File: src/rtl/riscv_pkg.sv
// Shared types and bit positions for the pipeline stall/flush sequencer.
// The helpers build hold/flush vectors by named stage so callers never hand-pack bits.
package riscv_pkg;

    typedef enum logic [1:0] {
        RUN   = 2'd0,
        MDIV  = 2'd1,
        DMISS = 2'd2,
        TRAP  = 2'd3
    } pipectl_state_e;

    localparam int HOLD_PC = 0;
    localparam int HOLD_FD = 1;
    localparam int HOLD_DE = 2;
    localparam int HOLD_EM = 3;
    localparam int HOLD_MW = 4;

    localparam int FL_FD = 0;
    localparam int FL_DE = 1;
    localparam int FL_EM = 2;
    localparam int FL_MW = 3;

    function automatic logic [4:0] holdBits(input logic mw, input logic em, input logic de,
                                            input logic fd, input logic pc);
        logic [4:0] v;
        v          = '0;
        v[HOLD_MW] = mw;
        v[HOLD_EM] = em;
        v[HOLD_DE] = de;
        v[HOLD_FD] = fd;
        v[HOLD_PC] = pc;
        return v;
    endfunction

    function automatic logic [3:0] flushBits(input logic mw, input logic em, input logic de,
                                             input logic fd);
        logic [3:0] v;
        v        = '0;
        v[FL_MW] = mw;
        v[FL_EM] = em;
        v[FL_DE] = de;
        v[FL_FD] = fd;
        return v;
    endfunction

endpackage

File: src/rtl/riscv_pipectl_cnt.sv
// Up-counter that sticks at all-ones; clear wins over enable.
module riscv_pipectl_cnt #(
    parameter int W = 8
) (
    input  logic         i_clk,
    input  logic         i_rst_n,
    input  logic         i_clr,
    input  logic         i_en,
    output logic [W-1:0] o_cnt
);

    logic [W-1:0] r_cnt;

    always_ff @(posedge i_clk or negedge i_rst_n) begin
        if (!i_rst_n) begin
            r_cnt <= '0;
        end else if (i_clr) begin
            r_cnt <= '0;
        end else if (i_en && (r_cnt != '1)) begin
            r_cnt <= r_cnt + 1'b1;
        end
    end

    assign o_cnt = r_cnt;

endmodule

File: src/rtl/riscv_pipectl.sv
// Stall/flush sequencer for the five-stage pipeline: resolves hazards, memory stalls,
// multicycle mul/div, trap redirects and debug halt into per-register hold/flush controls.
module riscv_pipectl
    import riscv_pkg::*;
#(
    parameter int MDIV_TIMEOUT = 128,
    parameter int TRAP_DRAIN   = 2,
    parameter int CNT_W        = 32
) (
    input  logic             i_riscv_pipectl_clk,
    input  logic             i_riscv_pipectl_rst,
    input  logic             i_riscv_pipectl_halt,
    input  logic             i_riscv_pipectl_lduse_hz,
    input  logic             i_riscv_pipectl_bjmiss_e,
    input  logic             i_riscv_pipectl_mdstart_e,
    input  logic             i_riscv_pipectl_mddone,
    input  logic             i_riscv_pipectl_istall,
    input  logic             i_riscv_pipectl_dstall,
    input  logic             i_riscv_pipectl_gototrap_m,
    input  logic [1:0]       i_riscv_pipectl_rettrap_m,
    output logic [4:0]       o_riscv_pipectl_hold,
    output logic [3:0]       o_riscv_pipectl_flush,
    output logic             o_riscv_pipectl_mdkill,
    output logic             o_riscv_pipectl_err,
    output logic [CNT_W-1:0] o_riscv_pipectl_stallcnt,
    output logic [1:0]       o_riscv_pipectl_state
);

    localparam int WD_W = 16;
    localparam int DR_W = (TRAP_DRAIN < 2) ? 1 : $clog2(TRAP_DRAIN + 1);
    localparam logic [WD_W-1:0] WD_LAST = WD_W'(MDIV_TIMEOUT - 1);
    localparam logic [DR_W-1:0] DR_LAST = DR_W'(TRAP_DRAIN - 1);

    pipectl_state_e r_state;
    pipectl_state_e w_stateNext;
    logic           r_mdFlight;
    logic           w_mdFlightNext;
    logic           r_err;

    logic [4:0]      w_hold;
    logic [3:0]      w_flush;
    logic            w_mdkill;
    logic            w_trap;
    logic            w_mdBusy;
    logic            w_stallEn;
    logic            w_wdEn;
    logic            w_wdClr;
    logic            w_drEn;
    logic            w_drClr;
    logic [WD_W-1:0] w_wdCnt;
    logic [DR_W-1:0] w_drCnt;

    assign w_trap   = i_riscv_pipectl_gototrap_m | (|i_riscv_pipectl_rettrap_m);
    // A mul/div is still owed a result either in MDIV or parked behind a data miss.
    assign w_mdBusy = (r_state == MDIV) || ((r_state == DMISS) && r_mdFlight);

    always_ff @(posedge i_riscv_pipectl_clk or negedge i_riscv_pipectl_rst) begin
        if (!i_riscv_pipectl_rst) begin
            r_state    <= RUN;
            r_mdFlight <= 1'b0;
        end else begin
            r_state    <= w_stateNext;
            r_mdFlight <= w_mdFlightNext;
        end
    end

    always_comb begin
        w_hold         = '0;
        w_flush        = '0;
        w_mdkill       = 1'b0;
        w_stateNext    = r_state;
        w_mdFlightNext = 1'b0;
        w_wdEn         = 1'b0;
        w_wdClr        = 1'b0;
        w_drEn         = 1'b0;
        w_drClr        = 1'b0;

        if (i_riscv_pipectl_halt) begin
            w_hold         = holdBits(1'b1, 1'b1, 1'b1, 1'b1, 1'b1);
            w_mdFlightNext = r_mdFlight;
        end else if (i_riscv_pipectl_dstall) begin
            w_hold         = holdBits(1'b0, 1'b1, 1'b1, 1'b1, 1'b1);
            w_flush        = flushBits(1'b1, 1'b0, 1'b0, 1'b0);
            w_stateNext    = DMISS;
            w_mdFlightNext = w_mdBusy && !i_riscv_pipectl_mddone;
        end else if (w_trap) begin
            w_flush     = flushBits(1'b0, 1'b1, 1'b1, 1'b1);
            w_mdkill    = (r_state == MDIV);
            w_stateNext = TRAP;
            w_drClr     = 1'b1;
        end else if (w_mdBusy && !i_riscv_pipectl_mddone) begin
            w_hold      = holdBits(1'b0, 1'b0, 1'b1, 1'b1, 1'b1);
            w_flush     = flushBits(1'b0, 1'b1, 1'b0, 1'b0);
            w_stateNext = MDIV;
            w_wdEn      = (r_state == MDIV);
        end else begin
            w_stateNext = RUN;
            if (r_state == TRAP) begin
                w_drEn = 1'b1;
                if (w_drCnt != DR_LAST) begin
                    w_stateNext = TRAP;
                end
            end

            if (i_riscv_pipectl_bjmiss_e) begin
                w_flush = flushBits(1'b0, 1'b0, 1'b1, 1'b1);
            end else if (i_riscv_pipectl_mdstart_e && ((r_state == RUN) || (r_state == DMISS))) begin
                w_hold      = holdBits(1'b0, 1'b0, 1'b1, 1'b1, 1'b1);
                w_flush     = flushBits(1'b0, 1'b1, 1'b0, 1'b0);
                w_stateNext = MDIV;
                w_wdClr     = 1'b1;
            end else if (i_riscv_pipectl_lduse_hz || i_riscv_pipectl_istall) begin
                w_hold  = holdBits(1'b0, 1'b0, 1'b0, 1'b1, 1'b1);
                w_flush = flushBits(1'b0, 1'b0, 1'b1, 1'b0);
            end

            // Draining after a redirect: FD must take a bubble even if fetch wanted to hold it.
            if (r_state == TRAP) begin
                w_hold[HOLD_FD] = 1'b0;
                w_flush[FL_FD]  = 1'b1;
            end
        end
    end

    assign w_stallEn = w_hold[HOLD_PC] && !i_riscv_pipectl_halt;

    riscv_pipectl_cnt #(.W(CNT_W)) u_stallCnt (
        .i_clk   (i_riscv_pipectl_clk),
        .i_rst_n (i_riscv_pipectl_rst),
        .i_clr   (1'b0),
        .i_en    (w_stallEn),
        .o_cnt   (o_riscv_pipectl_stallcnt)
    );

    riscv_pipectl_cnt #(.W(WD_W)) u_wdCnt (
        .i_clk   (i_riscv_pipectl_clk),
        .i_rst_n (i_riscv_pipectl_rst),
        .i_clr   (w_wdClr),
        .i_en    (w_wdEn),
        .o_cnt   (w_wdCnt)
    );

    riscv_pipectl_cnt #(.W(DR_W)) u_drainCnt (
        .i_clk   (i_riscv_pipectl_clk),
        .i_rst_n (i_riscv_pipectl_rst),
        .i_clr   (w_drClr),
        .i_en    (w_drEn),
        .o_cnt   (w_drCnt)
    );

    always_ff @(posedge i_riscv_pipectl_clk or negedge i_riscv_pipectl_rst) begin
        if (!i_riscv_pipectl_rst) begin
            r_err <= 1'b0;
        end else if (w_wdEn && (w_wdCnt == WD_LAST)) begin
            r_err <= 1'b1;
        end
    end

    assign o_riscv_pipectl_hold   = w_hold & {5{i_riscv_pipectl_rst}};
    assign o_riscv_pipectl_flush  = w_flush & {4{i_riscv_pipectl_rst}};
    assign o_riscv_pipectl_mdkill = w_mdkill & i_riscv_pipectl_rst;
    assign o_riscv_pipectl_err    = r_err;
    assign o_riscv_pipectl_state  = r_state;

endmodule

File: config.mk
export PLATFORM = sky130hd
export DESIGN_NAME = riscv_pipectl
export DESIGN_NICKNAME = d
export VERILOG_FILES = /design/src/rtl/riscv_pkg.sv /design/src/rtl/riscv_pipectl_cnt.sv /design/src/rtl/riscv_pipectl.sv
export SDC_FILE = /design/constraint.sdc
export NUM_CORES = 1
export LEC_CHECK = 0
export ABC_AREA = 1
export CORE_MARGIN = 2
export CORE_UTILIZATION = 45
export CTS_CLUSTER_SIZE = 20
export DETAILED_ROUTE_END_ITERATION = 10
export GPL_TIMING_DRIVEN = 1
export MAX_ROUTING_LAYER = met4
export PLACE_DENSITY = 0.74
export REMOVE_ABC_BUFFERS = 1
export SLEW_MARGIN = 20
export SYNTH_ARGS = -nofsm -noshare
export SYNTH_HDL_FRONTEND = slang
export SYNTH_SLANG_ARGS = --single-unit
export TNS_END_PERCENT = 100
File: constraint.sdc
create_clock -name i_riscv_pipectl_clk -period 2.16 [get_ports i_riscv_pipectl_clk]
set_clock_uncertainty 0.05 [all_clocks]
set_input_delay 0.324 -clock i_riscv_pipectl_clk [delete_from_list [all_inputs] [get_ports i_riscv_pipectl_clk]]
set_output_delay 0.324 -clock i_riscv_pipectl_clk [all_outputs]
set_load 0.02 [all_outputs]
After elaboration in Yosys (flattened, before gate mapping)
Cells that the tools add are included.

Output and inout bits: 45. ROM bits: 0. Memory bits (writable): 0. Logic and storage cells: 87. Register bits: 54. Memories: 0. Bits of input ports: 12. Latch bits: 0.

Reductions and logical operators: 17. Multiplexer cells: 49. Add/subtract/negate cells: 3. Bitwise logic cells: 4. Order comparisons: 0. Eq/ne operators: 8. $mul: 0. Shift operators: 0. Divide/modulo/power cells: 0.

Operators with widths (number): $add 32x1->32 const B (1); $mux 16 (2); $ne 32x32->1 const B (1); $mux 1 (24); $mux 3 (8); $mux 2 (11); $add 16x1->16 const B (1); $eq 16x7->1 const B (1); $ne 16x16->1 const B (1); $mux 4 (3); $logic_and 1x1->1 (8); $and 5x5->5 (1); $mux 5 (1); $and 4x4->4 (1); $eq 2x2->1 const B (2); $reduce_bool 2->1 (2); $logic_or 1x1->1 (3); $add 2x1->2 const B (1); $eq 2x1->1 const B (1); $logic_not 1->1 (2); $logic_not 2->1 (1); $ne 2x1->1 const B (1); $ne 2x2->1 const B (1); $reduce_or 2->1 (1); 2 further kinds (2).

Depth between registers and ports, before layout
Gate-level depths: netlist (run 1).

Word-level depth: 12. Mapped depth: 11. Depth with buffers taken out: 10.

Modules after synthesis
Synthesis (run 1) repeated with hierarchy kept, for this count alone.

Cells, all modules: 591. Area total of the unflattened synthesis: 3880.0 um^2.

By module, submodules not included: riscv_pipectl_cnt at u_stallCnt (cells an instance 345, sequential area each 800.8 um^2, area an instance 2243.4 um^2, instances 1); riscv_pipectl_cnt at u_wdCnt (cells an instance 145, sequential area each 400.4 um^2, area an instance 1033.5 um^2, instances 1); riscv_pipectl (cells an instance 88, sequential area each 100.1 um^2, area an instance 496.7 um^2, instances 1); riscv_pipectl_cnt at u_drainCnt (cells an instance 13, sequential area each 50.0 um^2, area an instance 106.4 um^2, instances 1).

Worst setup path before layout (run 1)
No wires, ideal clock.

Path type: flip-flop to flip-flop. Start: register u_stallCnt.r_cnt[0], in the netlist u_stallCnt.o_cnt[0]. End: register u_stallCnt.r_cnt[0], in the netlist u_stallCnt.o_cnt[0]. Period minus slack after synthesis: 1.820 ns. Arrival time: 1.652 ns. Data required time: 1.992 ns. Setup time: 0.118 ns. Stages on the path, launching flop included: 10. Setup slack: 0.340 ns. Cell sequence: dfrtp_1 ha_1 inv_1 nor2_8 nand2_4 nor2_4 nand2_2 buf_2 nand3_1 nand2_1.

Longest elaborated chain between the ends: 2. Elaborated cells on any way between the ends: 3. Classes of those cells: add/sub (1); eq/ne (1); reduce/logical (1).

RTL lines: start: declaration (RTL line riscv_pipectl_cnt.sv:12) `logic [W-1:0] r_cnt;`; start signal: assignment (RTL line riscv_pipectl_cnt.sv:20) `r_cnt <= r_cnt + 1'b1;`; parallel branches: the longest is 2 deep, another holds $add 32x1->32.

Several ways; the timed one is not identified. A chain may end at the register's enable or synchronous reset.

Worst setup path in the final report (run 1)
Start: input i_riscv_pipectl_dstall. End: output o_riscv_pipectl_flush[0].

Longest elaborated chain between the ends: 3.

RTL lines: start: declaration (RTL line riscv_pipectl.sv:18) `input logic i_riscv_pipectl_dstall,`; $mux 4 (RTL line riscv_pipectl.sv:81) `end else if (i_riscv_pipectl_dstall) begin`; $mux 4 (RTL line riscv_pipectl.sv:78) `if (i_riscv_pipectl_halt) begin`; $and 4x4->4 (RTL line riscv_pipectl.sv:160) `assign o_riscv_pipectl_flush = w_flush & {4{i_riscv_pipectl_rst}};`; end: declaration (RTL line riscv_pipectl.sv:22) `output logic [3:0] o_riscv_pipectl_flush,`.

No other way between the ends.

==> results of run 1 <==
==> cells by family (layout without fill, tap and decap cells) <==
kind of cell	Yosys count	after routing	synth area share
fa+ha+maj	4	4	0.0132
other cells	0	1	0
xor+xnor	18	18	0.0417
flops	54	54	0.357
compound gates	21	21	0.0308
buf+inv	64	143	0.0745
simple gates	428	428	0.482
==> report_power, final <==
group	internal, W	switching (W)
combinational	0.000197	0.000259
sequential	0.00106	0.0000721
clock	0.000494	0.000338
total	0.00176	0.000669
==> per-layer routing <==
metal  wire (um)  share of wire  GRT usage
met5           0              0          -
met4         167          0.017     0.0655
met3         407          0.042     0.0277
met2        4840           0.49      0.411
met1        4390           0.45      0.294
==> worst register-to-register path, stage by stage, from the launching register on <==
cell and delay (ns):
sky130_fd_sc_hd__dfrtp_1 0.44, sky130_fd_sc_hd__ha_1 0.27, sky130_fd_sc_hd__inv_1 0.13, sky130_fd_sc_hd__nor2_8 0.18, sky130_fd_sc_hd__nand2_4 0.10, sky130_fd_sc_hd__nor2_4 0.13, sky130_fd_sc_hd__nand2_2 0.09, sky130_fd_sc_hd__nand2_4 0.30
sky130_fd_sc_hd__nand2_1 0.11, sky130_fd_sc_hd__nand2_1 0.09
==> timing repair <==
item | CTS | global route
buffers inserted | 0 | 1
gates resized for setup | 10 | 15
hold buffers | 1 | 0
hold endpoints to repair | 2 | 0
endpoints found under the setup margin | 8 | 7
==> how the worst max path moves through the flow <==
stage | from | to | slack, ns | depth (start not counted)
detailed placement | i_riscv_pipectl_dstall | o_riscv_pipectl_flush[0] | -0.28 | 7
floorplan | o_riscv_pipectl_state[0] | u_stallCnt.o_cnt[10] | 0.04 | 8
CTS | i_riscv_pipectl_dstall | o_riscv_pipectl_flush[0] | 0.002 | 7
global route | i_riscv_pipectl_dstall | o_riscv_pipectl_flush[0] | 0.02 | 7
finish | i_riscv_pipectl_dstall | o_riscv_pipectl_flush[0] | 0.11 | 7
global placement | i_riscv_pipectl_dstall | o_riscv_pipectl_flush[0] | -0.24 | 7
==> flip-flops by register name, indices dropped and copies added (netlist names) <==
signal                 flops
u_drainCnt.o_cnt           2
o_riscv_pipectl_err        1
o_riscv_pipectl_state      2
u_stallCnt.o_cnt          32
u_wdCnt.o_cnt             16
r_mdFlight                 1
==> layout make-up <==
type / count / area [um2] / area share
Multi-Input combinational cell: 471 / 2150 / 0.455
Timing Repair Buffer: 83 / 748 / 0.159
Inverter: 52 / 195 / 0.0414
Clock inverter: 2 / 60.1 / 0.0127
Tap cell: 105 / 131 / 0.0278
Antenna cell: 1 / 2.50 / 0.000530
Sequential cell: 54 / 1350 / 0.286
Clock buffer: 6 / 82.6 / 0.0175
==> Yosys cell counts (all sizes together) <==
master  instances  area share
or2             3      0.0050
xor2           13       0.030
nor4            1      0.0017
nor3            7      0.0093
clkinv          1     0.00099
nand2         252        0.26
nand3          64       0.086
o31ai           1      0.0020
dfrtp          54        0.36
a31oi           1      0.0017
clkbuf          1     0.00099
and3            1      0.0017
o21bai          3      0.0060
nor2           86        0.10
and2            1      0.0017
buf            11       0.022
ha              4       0.013
a21oi           1      0.0013
xnor2           5       0.012
inv            51       0.051
nand4          13       0.022
o21ai          15       0.020
==> metrics by stage <==
stage	setup WS (ns)	hold WS, ns	power, W	area [um2]
6_report	0.113	0.217	0.00242	4720
5_1_grt	0.0227	0.301	0.00255	4720
4_1_cts	0.00162	0.232	0.00246	4720
3_5_place_dp	-0.284	0.184	0.00162	4580
3_3_place_gp	-0.237	0.174	0.00161	4580
2_1_floorplan	0.0419	-0.0216	0.00139	3690
==> impl_metrics.toml, run 1 <==
[clock_tree]
tritoncts = "built"
cts.root.buffer_cell = "sky130_fd_sc_hd__clkbuf_8"
htreeDepth = 2
cts_inserted_buffers = 5
worstSkewPairLatency_ns = 0.31
ctsLongestPathBuffers = 2
clock_sinks = 54
clk_transition_reported_paths_ns = 0.11

[worst_setup_path]
r2r_end = "u_stallCnt.o_cnt[20]"
critPathCaptureType = "output port"
timing.critical_path.max_delay_family = "buffers and inverters"
path_buf_inv = 3
crit_path_max_cell_delay_ns = 0.44
regToRegSetupSlack_ns = 0.21
worstPathCellList = "clkdlybuf4s50_1 -> nor2_2 -> inv_2 -> nor2_1 -> o21ai_0 -> a31oi_1 -> clkbuf_2"
critical_path.reg2reg.startpoint = "u_stallCnt.o_cnt[1]"
cp_max_fo = 3
worst-r2r-cell-count = 9
crit_path_start_kind = "input port"
cp_data_arrival_time_ns = 1.67
crit_slowest_cell = "sky130_fd_sc_hd__clkdlybuf4s50_1"
path_class = "in -> out"
required_time_at_the_worst_slack_endpoint_ns = 1.79

[grt]
antenna_found_initial = 0
grt_pass1_wl_um = 16900
vias_in_the_first_global_route = 3686
global_route.usage.total = 0.238
globalRouteOverflowTotal = 0
maximum_number_of_pins_on_one_net_before_global_route_repair = 53

[floorplan]
start_util = 0.463
floorplan.io_pins = 57
die_height_um = 95.7
number_of_rows_in_the_core_area = 33
core_area_um2 = 8180
die_area_um2 = 9150
chipWidth_um = 95.7

[finish]
fillers = 780
design.final.nets = 683
mostFrequentLayoutCells = "sky130_fd_sc_hd__nand2_1 (247), sky130_fd_sc_hd__nor2_1 (78), sky130_fd_sc_hd__nand3_1 (63), sky130_fd_sc_hd__dfrtp_1 (54), sky130_fd_sc_hd__inv_1 (50)"
final_util = 0.577
final_layout_size_suffix_gt1_frac = 0.0868
most_common_library_cell_in_the_layout_ignoring_fill_and_taps = "sky130_fd_sc_hd__nand2_1"
finalNonFillerCells = 774
layout-area-overhead-vs-synth_pct = 24.8

[drt]
number_of_design_rule_violations_left_after_detail_routing = 0
routed_wl_um = 9810
detail_route.wl_per_cell_um = 12.7
drt_via_density = 5.08
final_antenna_net_count = 0
detailroute.via_count = 3934
drtPass1Iterations = 5
drt_first_iter_violations = 243

[run]
maxCapViolCount = 0

[timing]
timing.final.crit_period_ns = 2.05
worst_slew_pin_slew_ns = 0.663
fmax_ghz = 0.488
fin_crit_sh = 0.948
grt_setup_unrepaired = "no"
setup_viol = 0
report.final.slew_viol_count = 0
final.setup.tns_ns = 0
hold_viol = 0
timing.slew.headroom = 0.558

[yosys]
post_synth_inst_count = 589
avgSynthCellArea_um2 = 6.42
synth.distinct_cells = 32
postSynthRegisterBits = 54
synth_warnings = 0
post_synth_instance_area_um2 = 3780
ys_seq_area_frac = 0.357

[pwr]
peakVddDrop_mv = 0.259
leakagePower_nw = 2.27
power_density_nw_per_um2 = 514

[run_status]
run_status = "finished clean"

[min_path]
holdCritPathClass = "in -> async"

[placed_design]
detailed_place_hpwl_um = 7440
portbufs = 56
gp_routability_congestion = 0.965
placedCellCount = 763
Note: power is estimated with default switching activity, not from simulation.
==> run 2: changes to the inputs <==
--- a/config.mk
+++ b/config.mk
@@ -6,6 +6,8 @@
 export NUM_CORES = 1
 export LEC_CHECK = 0
 export ABC_AREA = 1
+export ABC_CLOCK_PERIOD_IN_PS = 2160
+export CORE_ASPECT_RATIO = 2
 export CORE_MARGIN = 2
 export CORE_UTILIZATION = 45
 export CTS_CLUSTER_SIZE = 20
==> impl_metrics.toml, run 2 (synthesis results as in run 1) <==
[grt]
global_route.usage.total = 0.261
grt_pass1_wl_um = 17700
globalRouteOverflowTotal = 0
maximum_number_of_pins_on_one_net_before_global_route_repair = 52
vias_in_the_first_global_route = 3856
antenna_found_initial = 0

[timing]
report.final.slew_viol_count = 0
grt_setup_unrepaired = "no"
timing.slew.headroom = 0.553
final.setup.tns_ns = 0
setup_viol = 0
fin_crit_sh = 0.948
hold_viol = 0
worst_slew_pin_slew_ns = 0.670
final.hold.worst_slack_ns = 0.344
timing.final.crit_period_ns = 2.05
fmax_ghz = 0.488

[clock_tree]
worstSkewPairLatency_ns = 0.29
clk_transition_reported_paths_ns = 0.07
htreeDepth = 2
cts_inserted_buffers = 5
clock_sinks = 54
ctsLongestPathBuffers = 2
tritoncts = "built"
cts.root.buffer_cell = "sky130_fd_sc_hd__clkbuf_16"
postCtsSetupBuffers = 0

[min_path]
holdCritPathClass = "in -> async"

[worst_setup_path]
path_class = "in -> out"
regToRegSetupSlack_ns = 0.19
worst-r2r-cell-count = 9
required_time_at_the_worst_slack_endpoint_ns = 1.79
cp_max_fo = 3
critPathCaptureType = "output port"
critical_path.reg2reg.startpoint = "u_stallCnt.o_cnt[1]"
cp_data_arrival_time_ns = 1.67
crit_path_start_kind = "input port"
r2r_end = "u_stallCnt.o_cnt[7]"

[drt]
drt_first_iter_violations = 321
number_of_design_rule_violations_left_after_detail_routing = 0
final_antenna_net_count = 0
drt_via_density = 5.34
detailroute.via_count = 4087
routed_wl_um = 10800
detail_route.wl_per_cell_um = 14.2
drtPass1Iterations = 5

[pwr]
sequentialPowerShare = 0.469
intPower_w = 0.00172
leakagePower_nw = 2.27
switching_share = 0.290
part_of_the_power_in_the_clock_network = 0.340
power_frac_comb = 0.191
peakVddDrop_mv = 0.334
power.switching_w = 0.000706
power_density_nw_per_um2 = 514

[finish]
final_layout_size_suffix_gt1_frac = 0.0810
fillers = 803
design.final.nets = 682
max_reg_flops = 32
mostFrequentLayoutCells = "sky130_fd_sc_hd__nand2_1 (247), sky130_fd_sc_hd__nor2_1 (78), sky130_fd_sc_hd__nand3_1 (63), sky130_fd_sc_hd__dfrtp_1 (54), sky130_fd_sc_hd__inv_1 (50)"
layout-area-overhead-vs-synth_pct = 25.0
diodes = 0
most_common_library_cell_in_the_layout_ignoring_fill_and_taps = "sky130_fd_sc_hd__nand2_1"
design_area_um2 = 4730

[floorplan]
die_area_um2 = 9200
chipWidth_um = 68.8
die_height_um = 134
core_area_um2 = 8230
number_of_rows_in_the_core_area = 47
start_util = 0.459
floorplan.io_pins = 57

[placed_design]
portbufs = 56
place_area_um2 = 4590
gp_routability_congestion = 0.928
detailed_place_hpwl_um = 8480

[run]
maxCapViolCount = 0

[run_status]
run_status = "finished clean"
run 2: changes by cell type in the layout (fill, tap and decap cells not counted), sizes merged:
cell         previous run  this run
clkinv                  1         2
dlygate4sd2             2         3
clkbuf                 11        10
bufinv                  2         0
diode                   1         0
dlygate4sd1             0         1
buf                    27        26
run 2: layer usage:
layer | global-route usage | wire [um]
met5 | - | 0
met4 | 0.131 | 554
met3 | 0.0338 | 408
met2 | 0.472 | 6160
met1 | 0.257 | 3720
run 2: cell type report:
type,instances,area [um2],area share
multi-input combinational,471,2150,0.455
sequential,54,1350,0.286
timing repair buffer,82,761,0.161
inverter,52,195,0.0413
clock buffer,7,143,0.0302
tap,98,123,0.0259
clock inverter,1,5.00,0.00106
run 2: timing repair:
action | 4_1_cts | 5_1_grt
hold endpoints to repair | 3 | 0
hold buffers | 1 | 0
endpoints found under the setup margin | 8 | 6
gates resized for setup | 8 | 13
run 2: worst max path at each step:
| stage | startpoint | to | slack [ns] | cells past startpoint |
|---|---|---|---|---|
| after floorplan | o_riscv_pipectl_state[0] | u_stallCnt.o_cnt[10] | 0.04 | 8 |
| after global placement | i_riscv_pipectl_dstall | o_riscv_pipectl_flush[0] | -0.21 | 7 |
| after detailed placement | i_riscv_pipectl_dstall | o_riscv_pipectl_flush[0] | -0.26 | 7 |
| after CTS | i_riscv_pipectl_dstall | o_riscv_pipectl_flush[0] | 0.009 | 7 |
| after global routing | o_riscv_pipectl_state[0] | o_riscv_pipectl_hold[2] | 0.003 | 8 |
| final | i_riscv_pipectl_dstall | o_riscv_pipectl_flush[2] | 0.11 | 8 |
run 2: power by group through the flow:
| stage | registers, W | clock network, W | logic, W |
|---|---|---|---|
| global placement | 0.00116 | 0 | 0.000467 |
| floorplan | 0.00120 | 0 | 0.000194 |
| CTS | 0.00114 | 0.000854 | 0.000472 |
| global route | 0.00115 | 0.000877 | 0.000515 |
| finish | 0.00114 | 0.000826 | 0.000465 |
| detailed placement | 0.00116 | 0 | 0.000472 |
run 2: critical path, stage by stage:
cell	delay [ns]
sky130_fd_sc_hd__clkdlybuf4s50_1	0.44
sky130_fd_sc_hd__nor2_2	0.16
sky130_fd_sc_hd__inv_2	0.06
sky130_fd_sc_hd__nor2_1	0.14
sky130_fd_sc_hd__buf_4	0.14
sky130_fd_sc_hd__nand2_1	0.04
sky130_fd_sc_hd__inv_1	0.05
sky130_fd_sc_hd__dlygate4sd2_1	0.33
run 2: stage by stage:
stage | util | setup WS, ns | instances | total power (W)
finish | 0.574 | 0.112 | 765 | 0.00243
global route | 0.574 | 0.00265 | 765 | 0.00254
CTS | 0.575 | 0.00851 | 765 | 0.00247
detailed placement | 0.557 | -0.261 | 756 | 0.00163
global placement | 0.557 | -0.210 | 756 | 0.00163
floorplan | - | 0.0419 | 577 | 0.00139
